<file path="config.mk">
export PLATFORM = sky130hd
export DESIGN_NAME = rca_result_accumulator_flat
export DESIGN_NICKNAME = d
export VERILOG_FILES = /design/src/rtl/rca_result_accumulator_if.sv /design/src/rtl/rca_result_accumulator.sv /design/src/flat_wrapper.sv
export SDC_FILE = /design/constraint.sdc
export NUM_CORES = 1
export LEC_CHECK = 0
export ABC_AREA = 1
export ABC_CLOCK_PERIOD_IN_PS = 2000
export BUFFER_PORTS_ARGS = -buffer_cell sky130_fd_sc_hd__buf_4
export CAP_MARGIN = 20
export CORE_ASPECT_RATIO = 1.25
export CORE_UTILIZATION = 50
export DETAILED_ROUTE_END_ITERATION = 6
export HOLD_SLACK_MARGIN = 0.02
export PLACE_DENSITY = 0.8
export SYNTH_ARGS = -nofsm -noshare
export SYNTH_HDL_FRONTEND = slang
export SYNTH_SLANG_ARGS = --single-unit
export TNS_END_PERCENT = 20
</file>
<file path="constraint.sdc">
create_clock -name clk -period 2 [get_ports clk]
set_clock_uncertainty 0.1 [all_clocks]
set_input_delay 0.1 -clock clk [delete_from_list [all_inputs] [get_ports clk]]
set_output_delay 0.1 -clock clk [all_outputs]
set_load 0.05 [all_outputs]
</file>
<file path="src/rtl/rca_result_accumulator_if.sv">
// rca_result_accumulator_if: adder-result stream in (start, in_valid, s_in, cout_in), batch status out (busy, done, acc_out, carry_cnt, ovf)
interface rca_result_accumulator_if #(parameter int WIDTH = 4, parameter int ACC_W = 8);
  logic start;
  logic in_valid;
  logic [WIDTH-1:0] s_in;
  logic cout_in;
  logic busy;
  logic done;
  logic [ACC_W-1:0] acc_out;
  logic [3:0] carry_cnt;
  logic ovf;
  modport master(output start, in_valid, s_in, cout_in, input busy, done, acc_out, carry_cnt, ovf);
  modport slave(input start, in_valid, s_in, cout_in, output busy, done, acc_out, carry_cnt, ovf);
endinterface

</file>
<file path="src/rtl/rca_result_accumulator.sv">
// rca_result_accumulator: sums NUM_SAMPLES {cout,s} adder results per batch; ports clk, rst, b (slave: start/in_valid/s_in/cout_in in, busy/done/acc_out/carry_cnt/ovf out)
module rca_result_accumulator #(
  parameter int WIDTH = 4,
  parameter int ACC_W = 8,
  parameter int NUM_SAMPLES = 4
) (
  input logic clk,
  input logic rst,
  rca_result_accumulator_if.slave b
);
  typedef enum logic [1:0] {IDLE, ACCUM, DONE} state_t;
  state_t state, state_n;
  logic [7:0] cnt;
  logic take, clr, last;
  logic [ACC_W:0] sum;
  always_comb begin
    take = state == ACCUM && b.in_valid;
    clr = state == IDLE && b.start;
    last = take && cnt == 8'(NUM_SAMPLES - 1);
    sum = {1'b0, b.acc_out} + (ACC_W + 1)'({b.cout_in, b.s_in});
    state_n = clr ? ACCUM : last ? DONE : state == DONE ? IDLE : state;
  end
  always_ff @(posedge clk) begin
    if (rst) state <= IDLE;
    else state <= state_n;
  end
  always_ff @(posedge clk) begin
    if (rst) begin
      cnt <= '0;
      b.busy <= 1'b0;
      b.done <= 1'b0;
      b.acc_out <= '0;
      b.carry_cnt <= '0;
      b.ovf <= 1'b0;
    end else begin
      b.busy <= state_n == ACCUM;
      b.done <= state_n == DONE;
      if (clr) begin
        cnt <= '0;
        b.acc_out <= '0;
        b.carry_cnt <= '0;
        b.ovf <= 1'b0;
      end else if (take) begin
        cnt <= cnt + 8'd1;
        b.acc_out <= sum[ACC_W-1:0];
        b.ovf <= b.ovf | sum[ACC_W];
        b.carry_cnt <= b.carry_cnt + 4'(b.cout_in && b.carry_cnt != 4'd15);
      end
    end
  end
endmodule

</file>
<file path="src/flat_wrapper.sv">
// flat-port wrapper written by rule: the top's interface ports become plain ports
module rca_result_accumulator_flat 
#(
  parameter int WIDTH = 4,
  parameter int ACC_W = 8,
  parameter int NUM_SAMPLES = 4
)
  (clk, rst, b_start, b_in_valid, b_s_in, b_cout_in, b_busy, b_done, b_acc_out, b_carry_cnt, b_ovf);
  rca_result_accumulator_if #(.WIDTH(WIDTH), .ACC_W(ACC_W)) b_i ();
  input logic clk;
  input logic rst;
  input wire logic [$bits(b_i.start)-1:0] b_start;
  input wire logic [$bits(b_i.in_valid)-1:0] b_in_valid;
  input wire logic [$bits(b_i.s_in)-1:0] b_s_in;
  input wire logic [$bits(b_i.cout_in)-1:0] b_cout_in;
  output wire logic [$bits(b_i.busy)-1:0] b_busy;
  output wire logic [$bits(b_i.done)-1:0] b_done;
  output wire logic [$bits(b_i.acc_out)-1:0] b_acc_out;
  output wire logic [$bits(b_i.carry_cnt)-1:0] b_carry_cnt;
  output wire logic [$bits(b_i.ovf)-1:0] b_ovf;
  assign b_i.start = b_start;
  assign b_i.in_valid = b_in_valid;
  assign b_i.s_in = b_s_in;
  assign b_i.cout_in = b_cout_in;
  assign b_busy = b_i.busy;
  assign b_done = b_i.done;
  assign b_acc_out = b_i.acc_out;
  assign b_carry_cnt = b_i.carry_cnt;
  assign b_ovf = b_i.ovf;
  rca_result_accumulator #(.WIDTH(WIDTH), .ACC_W(ACC_W), .NUM_SAMPLES(NUM_SAMPLES)) u_core (.clk(clk), .rst(rst), .b(b_i));
endmodule
</file>
**Yosys cells after proc, flatten, opt, wreduce, memory -nomap -nowiden**

Cells that the tools add are included.

- Word-level logic and storage cells: 26
- Flip-flop bits (word level): 25

- Bitwise gates (word level): 1
- Multiplexer cells: 3
- Equal/unequal tests: 6
- Reductions and logical operators: 6
- Add/sub/neg operators: 3

Operators with widths:

| operator | number |
|---|---|
| 8-bit by 5-bit adder with 9-bit output | 1 |
| 8-bit by 1-bit adder with 8-bit output, second input constant | 1 |
| 8-bit by 2-bit == test with 1-bit output, second input constant | 1 |
| 2-bit 2-to-1 mux | 3 |
| 4-bit by 1-bit adder with 4-bit output | 1 |
| 2-bit by 1-bit == test with 1-bit output, second input constant | 2 |
| 2-bit == test, second input constant | 2 |
| 1-bit logical AND | 4 |
| 4-bit != test, second input constant | 1 |
| 2-bit zero test | 1 |
| 2-bit OR reduction | 1 |
| 1-bit bitwise OR | 1 |

**Longest topological paths before layout**

- Depth in word-level cells: 6
- Mapped depth: 11
- Gate-level depth less buffers: 11

**Worst setup path before layout**

OpenSTA, ideal clock, no wires.

- Kind: register to register
- Start: reg u_core.b.acc_out[0]
- End: reg u_core.b.acc_out[6]
- Setup slack: 0.013 ns
- Cell stages (with the launch flop): 12
- Arrival time: 1.771 ns
- Clock period less this slack: 1.987 ns
- Cells stage by stage: dfxtp_1 -> ha_1 -> inv_1 -> fa_1 -> inv_1 -> nand2_1 -> nand2_1 -> nand3_1 -> nand2_1 -> nand2_1 -> nand2_1 -> nor2_1

- Longest elaborated chain between the ends: 1

RTL lines:

| item | line | text |
|---|---|---|
| start: declaration | rca_result_accumulator_if.sv:13 | `modport slave(input start, in_valid, s_in, cout_in, output busy, done, acc_out, carry_cnt, ovf);` |
| start signal: assignment | rca_result_accumulator.sv:45 | `b.acc_out <= sum[ACC_W-1:0];` |
| 8-bit by 5-bit adder with 9-bit output | rca_result_accumulator.sv:20 | `sum = {1'b0, b.acc_out} + (ACC_W + 1)'({b.cout_in, b.s_in});` |

No other way between the ends.
A chain may end at the register's enable or synchronous reset.

**Worst setup path after layout**

Ends and elaborated chain as after synthesis.

==> results_dict.tcl <==
set metrics [dict create \
    crit_top_cell "nand2_1" \
    start_kind "flip-flop" \
    dp.final_hpwl_um 2030 \
    final_nets 248 \
    post_cts_buffers 0 \
    synth.avg_cell_area_um2 6.85 \
    cp_top_family "adder cells" \
    status "finished, final reports clean" \
    hold_class "in2reg" \
    synth_cell_type_count 24 \
    numPlacedInstances 257 \
    num_rows 20 \
    cts_tree "built" \
    seq_area_frac_synth 0.363 \
    fillCellCount 251 \
    globalplace.congestion 0.832 \
    grt-ovfl-total 0 \
    drc 0 \
    rsz0062_at_grt "false" \
    drt_iter0_markers 17 \
    antennaDiodeCount 0 \
    worstPathArrival_ns 1.87 \
    clock_latency_ns 0.33 \
    grt_pass1_wl_um 4400 \
    antenna_found_initial 0 \
    ioPinCount 24 \
    grt_usage 0.196 \
    slew_violations 0 \
    final_cells 262 \
    numCtsBuffers 3 \
    cts_root_buf "clkbuf_4" \
    comb_power_share 0.154 \
    fin_tns_setup_ns 0 \
    pwr-share-clk 0.261 \
    maxCapViolCount 0 \
    grt_pass1_vias 1089 \
    cp-end-kind "flip-flop" \
    ys_warn_count 0 \
    via_per_inst 4.88 \
    regArea_um2 500 \
    synth-seq-cells 25 \
    clkSinkCount 25 \
    coreArea_um2 2530 \
    numPortBuffers 23 \
    power.density_nw_per_um2 545 \
    tightestPinTransition_ns 0.371 \
    postSynthCellCount 201 \
    fmax_mhz 579 \
    areaGrowthSynthToFinish_pct 17.1 \
    critPathBufInv 2 \
    path_cells "ha_1, inv_1, fa_1, inv_1, nand2_1, nand2_1, nand3_1, nand2_1, nand2_1, nand2_1, nor2_1" \
    period_share 0.864 \
    die_h_um 60.7 \
    cts.htree.levels 1 \
    p_switching_uw 243 \
    syn-num-nets 219 \
    die-area_um2 2970 \
    intPower_uw 636 \
    required_ns 2.14 \
    route.antenna.remaining_nets 0 \
    p_sw_frac 0.276 \
    multi_input_area_um2 719 \
    initial_core_util 0.545 \
    leakage_uw 0.000779 \
    routed_wl_um 2600 \
    cts_resized 0 \
    num_vias 1278 \
    die_w_um 48.9 \
    finalSetupViolCount 0 \
    first_pass_iters 4 \
    slowest_stage "fa_1" \
    final_common_cell "nand2_1" \
    seqPwrFrac 0.585 \
    grt_max_degree 14 \
    vdd_ir_drop_max_uv 393 \
    syn_area_um2 1380 \
    layout-drive-gt1-share 0.157 \
    critPathMaxStageDelay_ns 0.39 \
    slew_headroom 0.753 \
    period_minus_slack_ns 1.73 \
    whs_ns 0.0256 \
    path_class "reg2reg" \
    final-hold-violation-count 0 \
    layout_common_cells "nand2_1 (56), inv_1 (29), buf_4 (27)" \
    cts_max_path_buffers 2 \
    crit_fanout 3 \
    wl_per_cell_um 9.92 \
    clk_pin_slew_ns 0.13 \
]
==> logic make-up (layout without fill, tap and decap cells) <==
group | Yosys count | in the layout | synth area share
xor gates and xnor gates | 1 | 1 | 0.00636
DFF | 25 | 25 | 0.363
and+or+nand+nor | 105 | 105 | 0.326
AOI/OAI and AO/OA | 27 | 27 | 0.103
adders and majority gates | 9 | 9 | 0.0872
buffers and inverters | 34 | 62 | 0.114
==> per-stage QoR <==
step | util | total power [µW] | area (µm²) | worst slack, ns
final | 0.638 | 879 | 1610 | 0.273
after global routing | 0.638 | 917 | 1610 | 0.143
after CTS | 0.638 | 883 | 1610 | 0.284
after detailed placement | 0.624 | 660 | 1580 | 0.303
after global placement | 0.624 | 659 | 1580 | 0.334
after floorplan | - | 623 | 1380 | 0.0129
==> path summary, 6_finish.rpt <==
check                                           start                     to  slack [ns]  cells past startpoint
worst max-delay path              u_core.b.acc_out[0]    u_core.b.acc_out[6]        0.27                     11
worst min-delay path                        b_s_in[0]    u_core.b.acc_out[0]        0.03                      4
worst max register to register    u_core.b.acc_out[0]    u_core.b.acc_out[6]        0.27                     11
worst min register to register  u_core.b.carry_cnt[3]  u_core.b.carry_cnt[3]        0.39                      1
==> sequential cells by signal (all words and copies together) (netlist names) <==
signal,flops
u_core.b.ovf,1
u_core.cnt,8
u_core.b.acc_out,8
u_core.b.done,1
u_core.b.busy,1
u_core.state,2
u_core.b.carry_cnt,4
==> worst min-delay path, delay by kind of cell <==
| kind | cells | cell delay [ns] |
|---|---|---|
| fa+ha+maj | 1 | 0.10 |
| compound gates | 1 | 0.10 |
| buf+inv | 1 | 0.08 |
| simple gates | 1 | 0.04 |
==> Yosys cell counts <==
| cell | instances | area, µm² |
|---|---|---|
| o21ai_0 | 5 | 25.0 |
| inv_2 | 1 | 3.75 |
| nand2_2 | 1 | 6.26 |
| buf_8 | 1 | 15.0 |
| nor2_2 | 2 | 12.5 |
| nor2_1 | 24 | 90.1 |
| a41oi_1 | 1 | 8.76 |
| and2_1 | 1 | 6.26 |
| nand4_1 | 3 | 18.8 |
| buf_4 | 1 | 7.51 |
| nand3b_1 | 1 | 7.51 |
| nand3_1 | 14 | 70.1 |
| ha_1 | 8 | 100 |
| nor3_1 | 1 | 5.00 |
| xor2_1 | 1 | 8.76 |
| buf_6 | 2 | 22.5 |
| a21oi_1 | 20 | 100 |
| fa_1 | 1 | 20.0 |
| dfxtp_1 | 25 | 500 |
| or2_2 | 1 | 6.26 |
| inv_1 | 29 | 109 |
| nand2_1 | 56 | 210 |
| o21a_1 | 1 | 7.51 |
| nor3_4 | 1 | 16.3 |
==> layer usage <==
layer / part of all wire / up-vias / track usage
li1: - / 688 / -
met1: 0.48 / 564 / 0.223
met2: 0.47 / 21 / 0.361
met3: 0.032 / 5 / 0.0301
met4: 0.018 / 0 / 0.101
met5: 0 / - / 0
==> repair_timing <==
item                                   4_1_cts  5_1_grt
setup endpoints to repair                    0        0
hold buffers                                 1        0
endpoints found under the hold margin        9        0
==> area by class of cell <==
class | instances | share of cell area
Multi-Input combinational cell | 142 | 0.446
Sequential cell | 25 | 0.310
Timing Repair Buffer | 28 | 0.132
Inverter | 30 | 0.0698
Tap cell | 33 | 0.0256
Clock buffer | 4 | 0.0163
==> power by group through the flow <==
stage	Sequential (µW)	Clock [µW]	Combinational [µW]
2_1_floorplan	545	0	77.6
3_3_place_gp	525	0	134
3_5_place_dp	525	0	135
4_1_cts	514	232	137
5_1_grt	516	249	152
6_report	514	230	135
(Power assumes the default switching activity.)
